--- config.mk ---
export PLATFORM = sky130hd
export DESIGN_NAME = ws2812_rx_sfr
export DESIGN_NICKNAME = d
export VERILOG_FILES = /design/src/rtl/ws2812_rx_sfr.sv
export SDC_FILE = /design/constraint.sdc
export NUM_CORES = 1
export LEC_CHECK = 0
export ABC_AREA = 1
export BUFFER_PORTS_ARGS = -buffer_cell sky130_fd_sc_hd__buf_4
export CAP_MARGIN = 30
export CORE_AREA = 3 3 97 99
export DETAILED_ROUTE_END_ITERATION = 10
export DIE_AREA = 0 0 100 102
export GPL_ROUTABILITY_DRIVEN = 0
export GPL_TIMING_DRIVEN = 0
export PLACE_DENSITY = 0.77
export SLEW_MARGIN = 20
export SYNTH_ARGS = -nofsm -noshare
export SYNTH_HDL_FRONTEND = slang
export SYNTH_SLANG_ARGS = --single-unit
--- constraint.sdc ---
create_clock -name clk -period 3.65 [get_ports clk]
set_clock_uncertainty 0.1 [all_clocks]
set_input_delay 0 -clock clk [delete_from_list [all_inputs] [get_ports clk]]
set_output_delay 0 -clock clk [all_outputs]
set_load 0.05 [all_outputs]
--- src/rtl/ws2812_rx_sfr.sv ---
// WS2812 one-wire receiver: decodes 24-bit GRB pixels and exposes them on the 8051 SFR bus.
// Define WS_RX_GLITCH_FILTER_EN to reject din pulses of 2 cycles or less.
module ws2812_rx_sfr #(
  parameter int unsigned HIGH_THRESH  = 30,
  parameter int unsigned MAX_HIGH     = 60,
  parameter int unsigned RESET_CYCLES = 2500,
  parameter logic [7:0]  ADDR_G       = 8'hc8,
  parameter logic [7:0]  ADDR_R       = 8'hc9,
  parameter logic [7:0]  ADDR_B       = 8'hca,
  parameter logic [7:0]  ADDR_STAT    = 8'hcb
) (
  input  logic       clk,
  input  logic       rst,
  input  logic       din,
  input  logic [7:0] sfr_addr,
  input  logic [7:0] controller_data_in,
  input  logic       sfr_wr,
  input  logic       sfr_rd,
  output logic [7:0] controller_data_out,
  output logic [7:0] pixel_idx
);

  localparam logic [11:0] ResetCnt = 12'(RESET_CYCLES);
  localparam logic [6:0]  HighThr  = 7'(HIGH_THRESH);
  localparam logic [6:0]  MaxHigh  = 7'(MAX_HIGH);

  typedef enum logic [1:0] {StSync, StLow, StHigh} state_e;

  state_e      state_q, state_d;
  logic        din_s1_q, din_s2_q, ds;
  logic [11:0] lcnt_q, lcnt_d, lcnt_inc;
  logic [6:0]  hcnt_q, hcnt_d, hcnt_inc;
  logic [4:0]  bitcnt_q, bitcnt_d;
  logic [23:0] shift_q, shift_d;
  logic [7:0]  pcnt_q, pcnt_d;
  logic [7:0]  g_q, r_q, b_q, pixel_idx_q, rdata;
  logic        valid_q, ovr_q, fdone_q, err_q;
  logic        latch, frame_end, err_set, rd_b, rd_stat, clr_wr;
  logic        unused_wdata;

  always_ff @(posedge clk or posedge rst) begin
    if (rst) begin
      din_s1_q <= 1'b0;
      din_s2_q <= 1'b0;
    end else begin
      din_s1_q <= din;
      din_s2_q <= din_s1_q;
    end
  end

`ifdef WS_RX_GLITCH_FILTER_EN
  logic [1:0] hist_q;
  logic       ds_q;

  // ds follows the synchroniser only once three consecutive samples agree.
  always_comb begin
    ds = ds_q;
    if ((din_s2_q == hist_q[0]) && (din_s2_q == hist_q[1])) ds = din_s2_q;
  end

  always_ff @(posedge clk or posedge rst) begin
    if (rst) begin
      hist_q <= 2'b00;
      ds_q   <= 1'b0;
    end else begin
      hist_q <= {hist_q[0], din_s2_q};
      ds_q   <= ds;
    end
  end
`else
  assign ds = din_s2_q;
`endif

  always_comb begin
    state_d   = state_q;
    lcnt_d    = lcnt_q;
    hcnt_d    = hcnt_q;
    bitcnt_d  = bitcnt_q;
    shift_d   = shift_q;
    pcnt_d    = pcnt_q;
    latch     = 1'b0;
    frame_end = 1'b0;
    err_set   = 1'b0;
    lcnt_inc  = (lcnt_q == 12'hfff) ? lcnt_q : lcnt_q + 12'd1;
    hcnt_inc  = (hcnt_q == 7'h7f) ? hcnt_q : hcnt_q + 7'd1;

    // bitcnt reaches 24 on a falling edge; the pixel is taken on the following cycle.
    if (bitcnt_q == 5'd24) begin
      latch    = 1'b1;
      bitcnt_d = 5'd0;
      pcnt_d   = (pcnt_q == 8'hff) ? pcnt_q : pcnt_q + 8'd1;
    end

    case (state_q)
      StSync: begin
        if (ds) begin
          lcnt_d = 12'd0;
        end else begin
          lcnt_d = lcnt_inc;
          if (lcnt_inc == ResetCnt) begin
            state_d = StLow;
            pcnt_d  = 8'd0;
          end
        end
      end
      StLow: begin
        if (ds) begin
          state_d = StHigh;
          hcnt_d  = 7'd0;
          lcnt_d  = 12'd0;
        end else begin
          lcnt_d = lcnt_inc;
          if ((lcnt_q != ResetCnt) && (lcnt_inc == ResetCnt)) begin
            frame_end = 1'b1;
            bitcnt_d  = 5'd0;
            pcnt_d    = 8'd0;
          end
        end
      end
      StHigh: begin
        if (!ds) begin
          shift_d  = {shift_q[22:0], (hcnt_q > HighThr)};
          bitcnt_d = bitcnt_q + 5'd1;
          lcnt_d   = 12'd0;
          state_d  = StLow;
        end else begin
          hcnt_d = hcnt_inc;
          if (hcnt_inc == MaxHigh) begin
            err_set  = 1'b1;
            bitcnt_d = 5'd0;
            lcnt_d   = 12'd0;
            state_d  = StSync;
          end
        end
      end
      default: state_d = StSync;
    endcase
  end

  always_ff @(posedge clk or posedge rst) begin
    if (rst) begin
      state_q  <= StSync;
      lcnt_q   <= 12'd0;
      hcnt_q   <= 7'd0;
      bitcnt_q <= 5'd0;
      shift_q  <= 24'd0;
      pcnt_q   <= 8'd0;
    end else begin
      state_q  <= state_d;
      lcnt_q   <= lcnt_d;
      hcnt_q   <= hcnt_d;
      bitcnt_q <= bitcnt_d;
      shift_q  <= shift_d;
      pcnt_q   <= pcnt_d;
    end
  end

  assign rd_b         = sfr_rd && (sfr_addr == ADDR_B);
  assign rd_stat      = sfr_rd && (sfr_addr == ADDR_STAT);
  assign clr_wr       = sfr_wr && (sfr_addr == ADDR_STAT) && controller_data_in[7];
  assign unused_wdata = ^controller_data_in[6:0];

  always_comb begin
    rdata = 8'h00;
    case (sfr_addr)
      ADDR_G:    rdata = g_q;
      ADDR_R:    rdata = r_q;
      ADDR_B:    rdata = b_q;
      ADDR_STAT: rdata = {4'h0, err_q, fdone_q, ovr_q, valid_q};
      default:   rdata = 8'h00;
    endcase
  end

  // Set events take priority over bus-driven clears.
  always_ff @(posedge clk or posedge rst) begin
    if (rst) begin
      g_q                 <= 8'h00;
      r_q                 <= 8'h00;
      b_q                 <= 8'h00;
      valid_q             <= 1'b0;
      ovr_q               <= 1'b0;
      fdone_q             <= 1'b0;
      err_q               <= 1'b0;
      pixel_idx_q         <= 8'h00;
      controller_data_out <= 8'h00;
    end else begin
      if (latch) {g_q, r_q, b_q} <= shift_q;
      valid_q <= latch | (valid_q & ~rd_b);
      ovr_q   <= (latch & valid_q) | (ovr_q & ~clr_wr);
      fdone_q <= (frame_end & (pcnt_q != 8'd0)) | (fdone_q & ~rd_stat);
      err_q   <= err_set | (err_q & ~clr_wr);
      if (latch) begin
        pixel_idx_q <= pcnt_q;
      end else if (clr_wr) begin
        pixel_idx_q <= 8'h00;
      end
      controller_data_out <= rdata;
    end
  end

  assign pixel_idx = pixel_idx_q;

endmodule
==> metrics.cfg, run 1 <==
[drt]
drt-initial-drc-count=242
first_pass_iters=5
wire_per_inst_um=14.12
viasPerCell=5.421
wirelength_mm=11.20
num_vias=4299
drc_errors=0
antenna_left=0

[sta]
rsz0062_at_grt=false
maxSlewHeadroom_pct=55.90
finalMaxSlewViolations=0
hold-worst-slack_ns=0.05595
period_minus_slack_ns=2.601
finalSetupViolCount=0
fmax_mhz=384.4
final-hold-violation-count=0
finalCritPeriodShare_pct=71.26
worst_pin_slew_ns=0.6564

[synth]
synth.distinct_cells=36
synth-main-ff-cell=dfrtp_1
synth_area_per_cell_um2=8.093
syn_inst=628
ys_top_cells_by_area=dfrtp_1, nand2_1, o21ai_0, inv_1, nand3_1
ys_seq_area_share_pct=51.21
syn_area_mm2=0.005082
synth_top_area_share_pct=51.21
synth.yosys.warnings=0
syn_nets=661
yosysTopAreaCell=dfrtp_1
synthArstFlopShare_pct=100.0
synth-seq-cells=104
synth_edf_count=0

[finish]
layout.nets=713
drive_gt1_share_pct=9.343
final_area_mm2=0.005787
layout_commonest_cell=nand2_1
area_growth_pct=13.86
mostFrequentLayoutCells=nand2_1, dfrtp_1, o21ai_0
fillers=715
post-route-util_pct=67.01
diodes=0

[run_status]
status=complete, no violations

[worst_setup_path]
crit_chain=dlygate4sd3_1, buf_4, nor3_1, dlygate4sd3_1, nand2_1, dlygate4sd3_1, o221ai_1, dlygate4sd3_1
crit_slowest_cell=dlygate4sd3_1
cp.required_ns=3.86
start_kind=input pin
cp_max_fo=3
slowest_delay_ns=0.60
critical_path_class=input pin to flip-flop
reg2regPathDepth=13
crit_path_frequent_cell=dlygate4sd3_1
worstSetupEndpointType=flip-flop
crit_path_start=sfr_addr[1]
r2r_end=bitcnt_q[0]
reg2reg_from=lcnt_q[1]
cp.arrival_ns=2.81
rrSetupSlack_ns=1.16

[floorplanning]
die-width_um=100
num_rows=34
fp.coreArea_mm2=0.008636
dieHeight_um=102
io_pins=37
dieArea_mm2=0.01020
start_util_pct=58.85

[global_routing]
grt_antenna_before_repair=0
grt_overflow=0
grt_pass1_vias=4282
grtUsageTotal_pct=23.50
grt_max_degree=63
grt_pass1_wl_mm=19.45

[min_path]
whs_path_depth=5
hp-start=sfr_addr[0]
min_to=controller_data_out[1]
hold_path.class=input pin to flip-flop

[pwr]
leakage_nw=2.696
peakVddDrop_mv=0.2759
power.density_mw_per_mm2=351.2
power_mw=2.032

[clock_network]
cts_num_sinks=104
cts_root_buffer=clkbuf_8
insertion_delay_ns=0.36
cts_buffers=9
post_cts_resized=0
max-clock-path-buffers=2
path_clk_slew_ns=0.11
cts_tree=yes
h-tree-depth=3

[placed_design]
place_area_mm2=0.005468
numPortBuffers=29
dpl.hpwl_mm=8.171

[flow_run]
cap_violations=0

layer usage:
metal  vias up  share of wire (%)  track usage [%]
met4         0                1.2            5.492
met3        14                4.4            3.686
met1      2046                 45            31.13
met5         -                  0                0
met2       110                 49            41.10
li1       2129                  -                -
layout make-up:
class	count	area, um2	share of cell area (%)
flip-flops and latches	104	2603	44.97
multi-input cells	427	2100	36.28
repair buffers	41	355.3	6.141
inverters	80	305.3	5.276
well taps	108	135.1	2.335
clock buffers	9	123.9	2.141
clock inverters	7	85.08	1.470
plain buffers	17	80.08	1.384
worst max path at each step:
stage	slack (ns)	end
2_1_floorplan	0.82	b_q[0]
3_5_place_dp	1.21	bitcnt_q[0]
6_report	1.05	controller_data_out[7]
3_3_place_gp	-0.31	pixel_idx[3]
5_1_grt	0.95	controller_data_out[7]
4_1_cts	1.10	controller_data_out[7]
sequential cells by signal (all words and copies together), names as in the netlist, 2 cells and up:
register             cells
shift_q                 24
g_q                      8
state_q                  2
pixel_idx                8
bitcnt_q                 5
pcnt_q                   8
controller_data_out      8
lcnt_q                  12
r_q                      8
hcnt_q                   7
b_q                      8
stage by stage:
stage / setup TNS, ns / std cells / setup WS, ns
3_5_place_dp: 0 / 766 / 1.212
6_report: 0 / 793 / 1.049
3_3_place_gp: -31.79 / 765 / -0.3106
5_1_grt: 0 / 793 / 0.9536
2_1_floorplan: 0 / 628 / 0.8178
4_1_cts: 0 / 793 / 1.096
Yosys cell counts, drive strengths merged, types with 8 or more instances:
library cell / n
xor2: 8
nand3: 38
a21oi: 14
nand4: 8
nor3: 13
ha: 12
inv: 79
dfrtp: 104
clkbuf: 14
nor2: 32
o21ai: 95
nand2: 192
logic make-up after synthesis:
group	count (synthesis)	share of synthesized area, %
simple gates	286	23.95
flops	104	51.21
mux	1	0.2215
fa+ha+maj	12	2.954
buf+inv	97	7.484
xor+xnor	9	1.551
compound gates	119	12.63
report_power, final:
part	switching [mW]	internal, mW	total (mW)
registers	0.00916	1.16	1.17
logic	0.0643	0.0358	0.100
clock network	0.429	0.332	0.761
total	0.502	1.53	2.03
worst max-delay path: cells and delay by family:
kind            cells  cell delay [ns]
compound gates      1             0.14
buf+inv             5             2.43
simple gates        2             0.24
timing repair:
item	in CTS	in global routing
hold buffers	11	0
setup endpoints to repair	0	0
endpoints found under the hold margin	111	0
buffers inserted	0	0
(Power assumes the default switching activity.)
==> inputs of run 2 (changes only) <==
clock period = 2.54 ns   (was 3.65 ns; I/O delays follow)
==> metrics.cfg, run 2 (synthesized netlist as in run 1, its figures left out) <==
[run_status]
status=complete, no violations

[pwr]
power.density_mw_per_mm2=511.0  ; +45%
pwr-share-clk_pct=39.2  ; +1.8 points
peakVddDrop_mv=0.3146  ; +14%
p_int_mw=2.309  ; +51%
comb_power_share_pct=5.3  ; +0.4 points
share_seq_of_total_power_pct=55.5  ; -2.1 points
sw_frac_of_total_pct=23.75  ; -0.97 points
leakage_nw=2.738  ; +1.5%
p_switching_mw=0.7193  ; +43%

[global_routing]
grtUsageTotal_pct=23.82  ; +0.32 points
grt_overflow=0  ; unchanged
grt_antenna_before_repair=0  ; unchanged
grt_max_degree=31  ; -51%
grt_pass1_vias=4268  ; -0.33%
grt_pass1_wl_mm=19.39  ; -0.32%

[finish]
final_area_mm2=0.005927  ; +2.4%
layout_commonest_cell=nand2_1
drive_gt1_share_pct=11.56  ; +2.2 points
layout.nets=720  ; +0.98%
largest_reg_flops=24  ; unchanged
area_growth_pct=16.62
largestRegisters=shift_q: 24 flops, lcnt_q: 12 flops
mostFrequentLayoutCells=nand2_1, dfrtp_1, o21ai_0
diodes=0  ; unchanged
largest_register=shift_q
fillers=676  ; -5.5%
instances_no_fill=800  ; +0.88%

[worst_setup_path]
critical_path_class=flip-flop to flip-flop
cp.arrival_ns=2.57  ; -0.24 ns
start_kind=flip-flop
cp.required_ns=2.71  ; -1.15 ns
crit_chain=ha_2, nand2_2, nor2_4, nand3_2, buf_6, o21ai_1, nor3b_2, nand4_1, nand2_4, nand2_4, nand2_1, nand2_1
path_delay_family=simple AND/OR/NAND/NOR gates
worst-path-buf-inv=1  ; -4
worstSetupEndpointType=flip-flop
crit_slowest_cell=dfrtp_2
slowest_delay_ns=0.40  ; -0.20 ns
cp_max_fo=10  ; +7

[floorplanning]
dieArea_mm2=0.01020  ; unchanged
num_rows=34  ; unchanged
fp.coreArea_mm2=0.008636  ; unchanged
die-width_um=100  ; unchanged
dieHeight_um=102  ; unchanged
start_util_pct=58.85  ; unchanged
io_pins=37  ; unchanged

[placed_design]
numPortBuffers=29  ; unchanged
dpl.hpwl_mm=8.205  ; +0.41%
place_area_mm2=0.005499  ; +0.57%
dp.cells=768  ; +0.26%

[sta]
finalCritPeriodShare_pct=94.52
period_minus_slack_ns=2.401
fmax_mhz=416.5
maxSlewHeadroom_pct=46.81  ; -9.1 points
worst_pin_slew_ns=0.7918  ; +0.1354 ns
finalSetupViolCount=0  ; unchanged
finalMaxSlewViolations=0  ; unchanged
final.setup.tns_ns=0  ; unchanged
hold-worst-slack_ns=0.07060  ; +0.01466 ns
final-hold-violation-count=0  ; unchanged
rsz0062_at_grt=false

[clock_network]
cts_tree=yes
insertion_delay_ns=0.38  ; +0.02 ns
path_clk_slew_ns=0.10  ; about the same
cts_root_buffer=clkbuf_8
h-tree-depth=3  ; unchanged
max-clock-path-buffers=2  ; unchanged
cts_buffers=9  ; unchanged
cts_num_sinks=104  ; unchanged

[drt]
num_vias=4373  ; +1.7%
drt-initial-drc-count=233  ; -3.7%
antenna_left=0  ; unchanged
drc_errors=0  ; unchanged
wire_per_inst_um=14.20  ; +0.59%
viasPerCell=5.466  ; +0.83%
wirelength_mm=11.36  ; +1.5%
first_pass_iters=5  ; unchanged

[flow_run]
cap_violations=0  ; unchanged

[min_path]
hold_path.class=input pin to flip-flop

[run 2: worst paths after layout]
path / depth (start not counted) / slack (ns) / to / startpoint
setup reg to reg: 12 / 0.14 / bitcnt_q[4] / lcnt_q[0]
setup / recovery: 12 / 0.14 / bitcnt_q[4] / lcnt_q[0]
hold / removal: 6 / 0.07 / controller_data_out[7] / sfr_addr[2]
hold reg to reg: 0 / 0.26 / din_s2_q / din_s1_q
min in group asynchronous: 3 / 0.09 / shift_q[9] / rst
max in group asynchronous: 5 / 1.54 / pcnt_q[6] / rst
[run 2: final cells by class]
cell class                 instances  area [um2]  area share, %
inverter                          80       304.0          5.130
tap                              108       135.1          2.280
timing repair buffer              47       417.9          7.051
sequential                       104        2606          43.97
multi-input combinational        428        2147          36.23
buffer                            17       80.08          1.351
clock buffer                       9       123.9          2.090
clock inverter                     7       112.6          1.900
[run 2: metrics by stage]
| stage | util [%] | setup slack (ns) | power [mW] |
|---|---|---|---|
| floorplan | - | 0.5366 | 1.797 |
| global placement | 62.98 | 0.1742 | 1.842 |
| detailed placement | 63.68 | 0.08631 | 1.857 |
| CTS | 67.69 | 0.05368 | 3.049 |
| global route | 68.63 | 0.003495 | 3.137 |
| finish | 68.63 | 0.1393 | 3.029 |
[run 2: power groups by stage]
stage	clock network, mW	registers, mW	logic [mW]
finish	1.19	1.68	0.160
global route	1.27	1.68	0.178
CTS	1.21	1.68	0.154
detailed placement	0	1.71	0.142
global placement	0	1.72	0.127
floorplan	0	1.73	0.0623
[run 2: worst reg2reg max path, cell delays in order (launching register included)]
cell     delay [ns]
dfrtp_2        0.40
ha_2           0.20
nand2_2        0.08
nor2_4         0.17
nand3_2        0.11
buf_6          0.16
o21ai_1        0.10
nor3b_2        0.27
nand4_1        0.29
nand2_4        0.21
nand2_4        0.08
nand2_1        0.07
nand2_1        0.05
[run 2: what timing repair did]
item                                   in CTS  in global routing
hold buffers                               11                  0
gates resized for setup                     0                 13
endpoints found under the hold margin      82                  0
setup endpoints to repair                   0                 53
setup buffers                               0                  4
[run 2: metal layers]
metal | global-route usage [%] | vias to the layer above | wire (um)
met2 | 40.58 | 128 | 5485
met5 | 0 | - | 0
met3 | 4.096 | 23 | 591
li1 | - | 2144 | -
met1 | 31.18 | 2078 | 5078
met4 | 7.979 | 0 | 208
==> inputs of run 3 (changes only) <==
clock period = 2.63 ns   (was 2.54 ns; I/O delays follow)
==> metrics.cfg, run 3 (synthesized netlist as in run 1, its figures left out) <==
[min_path]
whs_path_depth=5  ; -1
min_to=controller_data_out[1]
hold_path.class=input pin to flip-flop
hp-start=sfr_addr[7]

[finish]
largestRegisters=shift_q: 24 flops, lcnt_q: 12 flops
layout.nets=715  ; -0.69%
layout_commonest_cell=nand2_1
largest_register=shift_q
drive_gt1_share_pct=10.33  ; -1.2 points
mostFrequentLayoutCells=nand2_1, dfrtp_1, o21ai_0
fillers=686  ; +1.5%
largest_reg_flops=24  ; unchanged
diodes=0  ; unchanged
area_growth_pct=15.51

[pwr]
peakVddDrop_mv=0.3048  ; -3.1%
power.density_mw_per_mm2=497.7  ; -2.6%
power_mw=2.922  ; -3.5%
leakage_nw=2.725  ; -0.46%

[worst_setup_path]
reg2regPathDepth=13  ; +1
slowest_delay_ns=0.59  ; +0.19 ns
rrSetupSlack_ns=0.18  ; +0.04 ns
cp_max_fo=3  ; -7
reg2reg_from=lcnt_q[1]
path_delay_family=buffers and inverters
crit_slowest_cell=dlygate4sd3_1
crit_path_start=sfr_addr[1]
start_kind=input pin
worstSetupEndpointType=flip-flop
crit_chain=dlygate4sd3_1, buf_4, nor3_1, dlygate4sd3_1, nand2_1, dlygate4sd3_1, o221ai_1, dlygate4sd3_1
critical_path_class=input pin to flip-flop
crit_path_frequent_cell=dlygate4sd3_1
cp.required_ns=2.84  ; +0.13 ns
cp.arrival_ns=2.78  ; +0.21 ns
worst-path-buf-inv=5  ; +4
r2r_end=bitcnt_q[4]

[drt]
wirelength_mm=11.30  ; -0.54%
first_pass_iters=5  ; unchanged
drc_errors=0  ; unchanged
drt-initial-drc-count=261  ; +12%
antenna_left=0  ; unchanged
viasPerCell=5.424  ; -0.77%
num_vias=4312  ; -1.4%
wire_per_inst_um=14.22  ; about the same

[clock_network]
insertion_delay_ns=0.38  ; about the same
cts_buffers=9  ; unchanged
postCtsSetupRepairBufs=0  ; unchanged
cts_root_buffer=clkbuf_8
max-clock-path-buffers=2  ; unchanged
cts_tree=yes
cts_num_sinks=104  ; unchanged
path_clk_slew_ns=0.11  ; about the same
h-tree-depth=3  ; unchanged

[floorplanning]
die-width_um=100  ; unchanged
start_util_pct=58.85  ; unchanged
fp.coreArea_mm2=0.008636  ; unchanged
io_pins=37  ; unchanged
num_rows=34  ; unchanged
dieArea_mm2=0.01020  ; unchanged
dieHeight_um=102  ; unchanged

[global_routing]
grtUsageTotal_pct=23.89  ; +0.073 points
grt_antenna_before_repair=0  ; unchanged
grt_overflow=0  ; unchanged
grt_pass1_wl_mm=19.49  ; +0.53%
grt_pass1_vias=4287  ; +0.45%
grt_max_degree=31  ; unchanged

[sta]
finalCritPeriodShare_pct=97.62
period_minus_slack_ns=2.568
worst_slack_ns=0.06248  ; -0.07682 ns
final.setup.tns_ns=0  ; unchanged
final-hold-violation-count=0  ; unchanged
worst_pin_slew_ns=0.5458  ; -0.2460 ns
fmax_mhz=389.5
finalSetupViolCount=0  ; unchanged
rsz0062_at_grt=false
finalMaxSlewViolations=0  ; unchanged
maxSlewHeadroom_pct=63.33  ; +17 points

[run_status]
status=complete, no violations

[placed_design]
numPortBuffers=29  ; unchanged
dpl.hpwl_mm=8.205  ; unchanged
preCtsSetupSlack_ns=0.1763  ; +0.09000 ns

[flow_run]
cap_violations=0  ; unchanged

==> run 3: worst max path at each step <==
| stage | endpoint | slack [ns] | cells after the start |
|---|---|---|---|
| finish | controller_data_out[7] | 0.06 | 8 |
| global route | controller_data_out[7] | 0.003 | 8 |
| floorplan | bitcnt_q[2] | 0.63 | 13 |
| global placement | pixel_idx[0] | 0.26 | 9 |
| detailed placement | pixel_idx[1] | 0.18 | 9 |
| CTS | controller_data_out[7] | 0.06 | 7 |
==> run 3: repair_timing <==
item                                   4_1_cts  5_1_grt
gates resized for setup                      0        6
endpoints found under the hold margin       82        0
setup endpoints to repair                    0       29
hold buffers                                11        0
==> run 3: cell type report <==
cell class | count | area (um2) | share of cell area, %
inverters | 80 | 304.0 | 5.179
plain buffers | 17 | 80.08 | 1.364
multi-input cells | 427 | 2123 | 36.17
repair buffers | 43 | 387.9 | 6.607
flip-flops and latches | 104 | 2604 | 44.35
clock inverters | 7 | 112.6 | 1.918
clock buffers | 9 | 123.9 | 2.110
well taps | 108 | 135.1 | 2.302
==> run 3: metrics by stage <==
step | std cells | hold slack [ns] | cell area (um2) | util [%]
after floorplan | 628 | -0.06857 | 5086 | -
after global placement | 765 | 0.009593 | 5439 | 62.98
after detailed placement | 768 | -0.04944 | 5499 | 63.68
after CTS | 795 | 0.04569 | 5846 | 67.69
after global routing | 795 | 0.08492 | 5871 | 67.98
final | 795 | 0.05463 | 5871 | 67.98
==> run 3: power by group <==
part,internal (mW),switching [mW]
logic,0.0544,0.0914
registers,1.61,0.0125
clock network,0.557,0.593
==> run 3: worst register-to-register path: cells and delay by family (launching register included) <==
| kind | cells | cell delay, ns |
|---|---|---|
| DFF | 1 | 0.46 |
| and+or+nand+nor | 11 | 1.40 |
| buffers and inverters | 1 | 0.16 |
| adders and majority gates | 1 | 0.24 |
==> run 3: layer usage <==
layer  track usage [%]  vias up  share of wire [%]
li1                  -     2128                  -
met5                 0        -                  0
met1             31.41     2025                 44
met3             4.096       18                5.7
met4             7.979        0                1.6
met2             40.58      141                 48
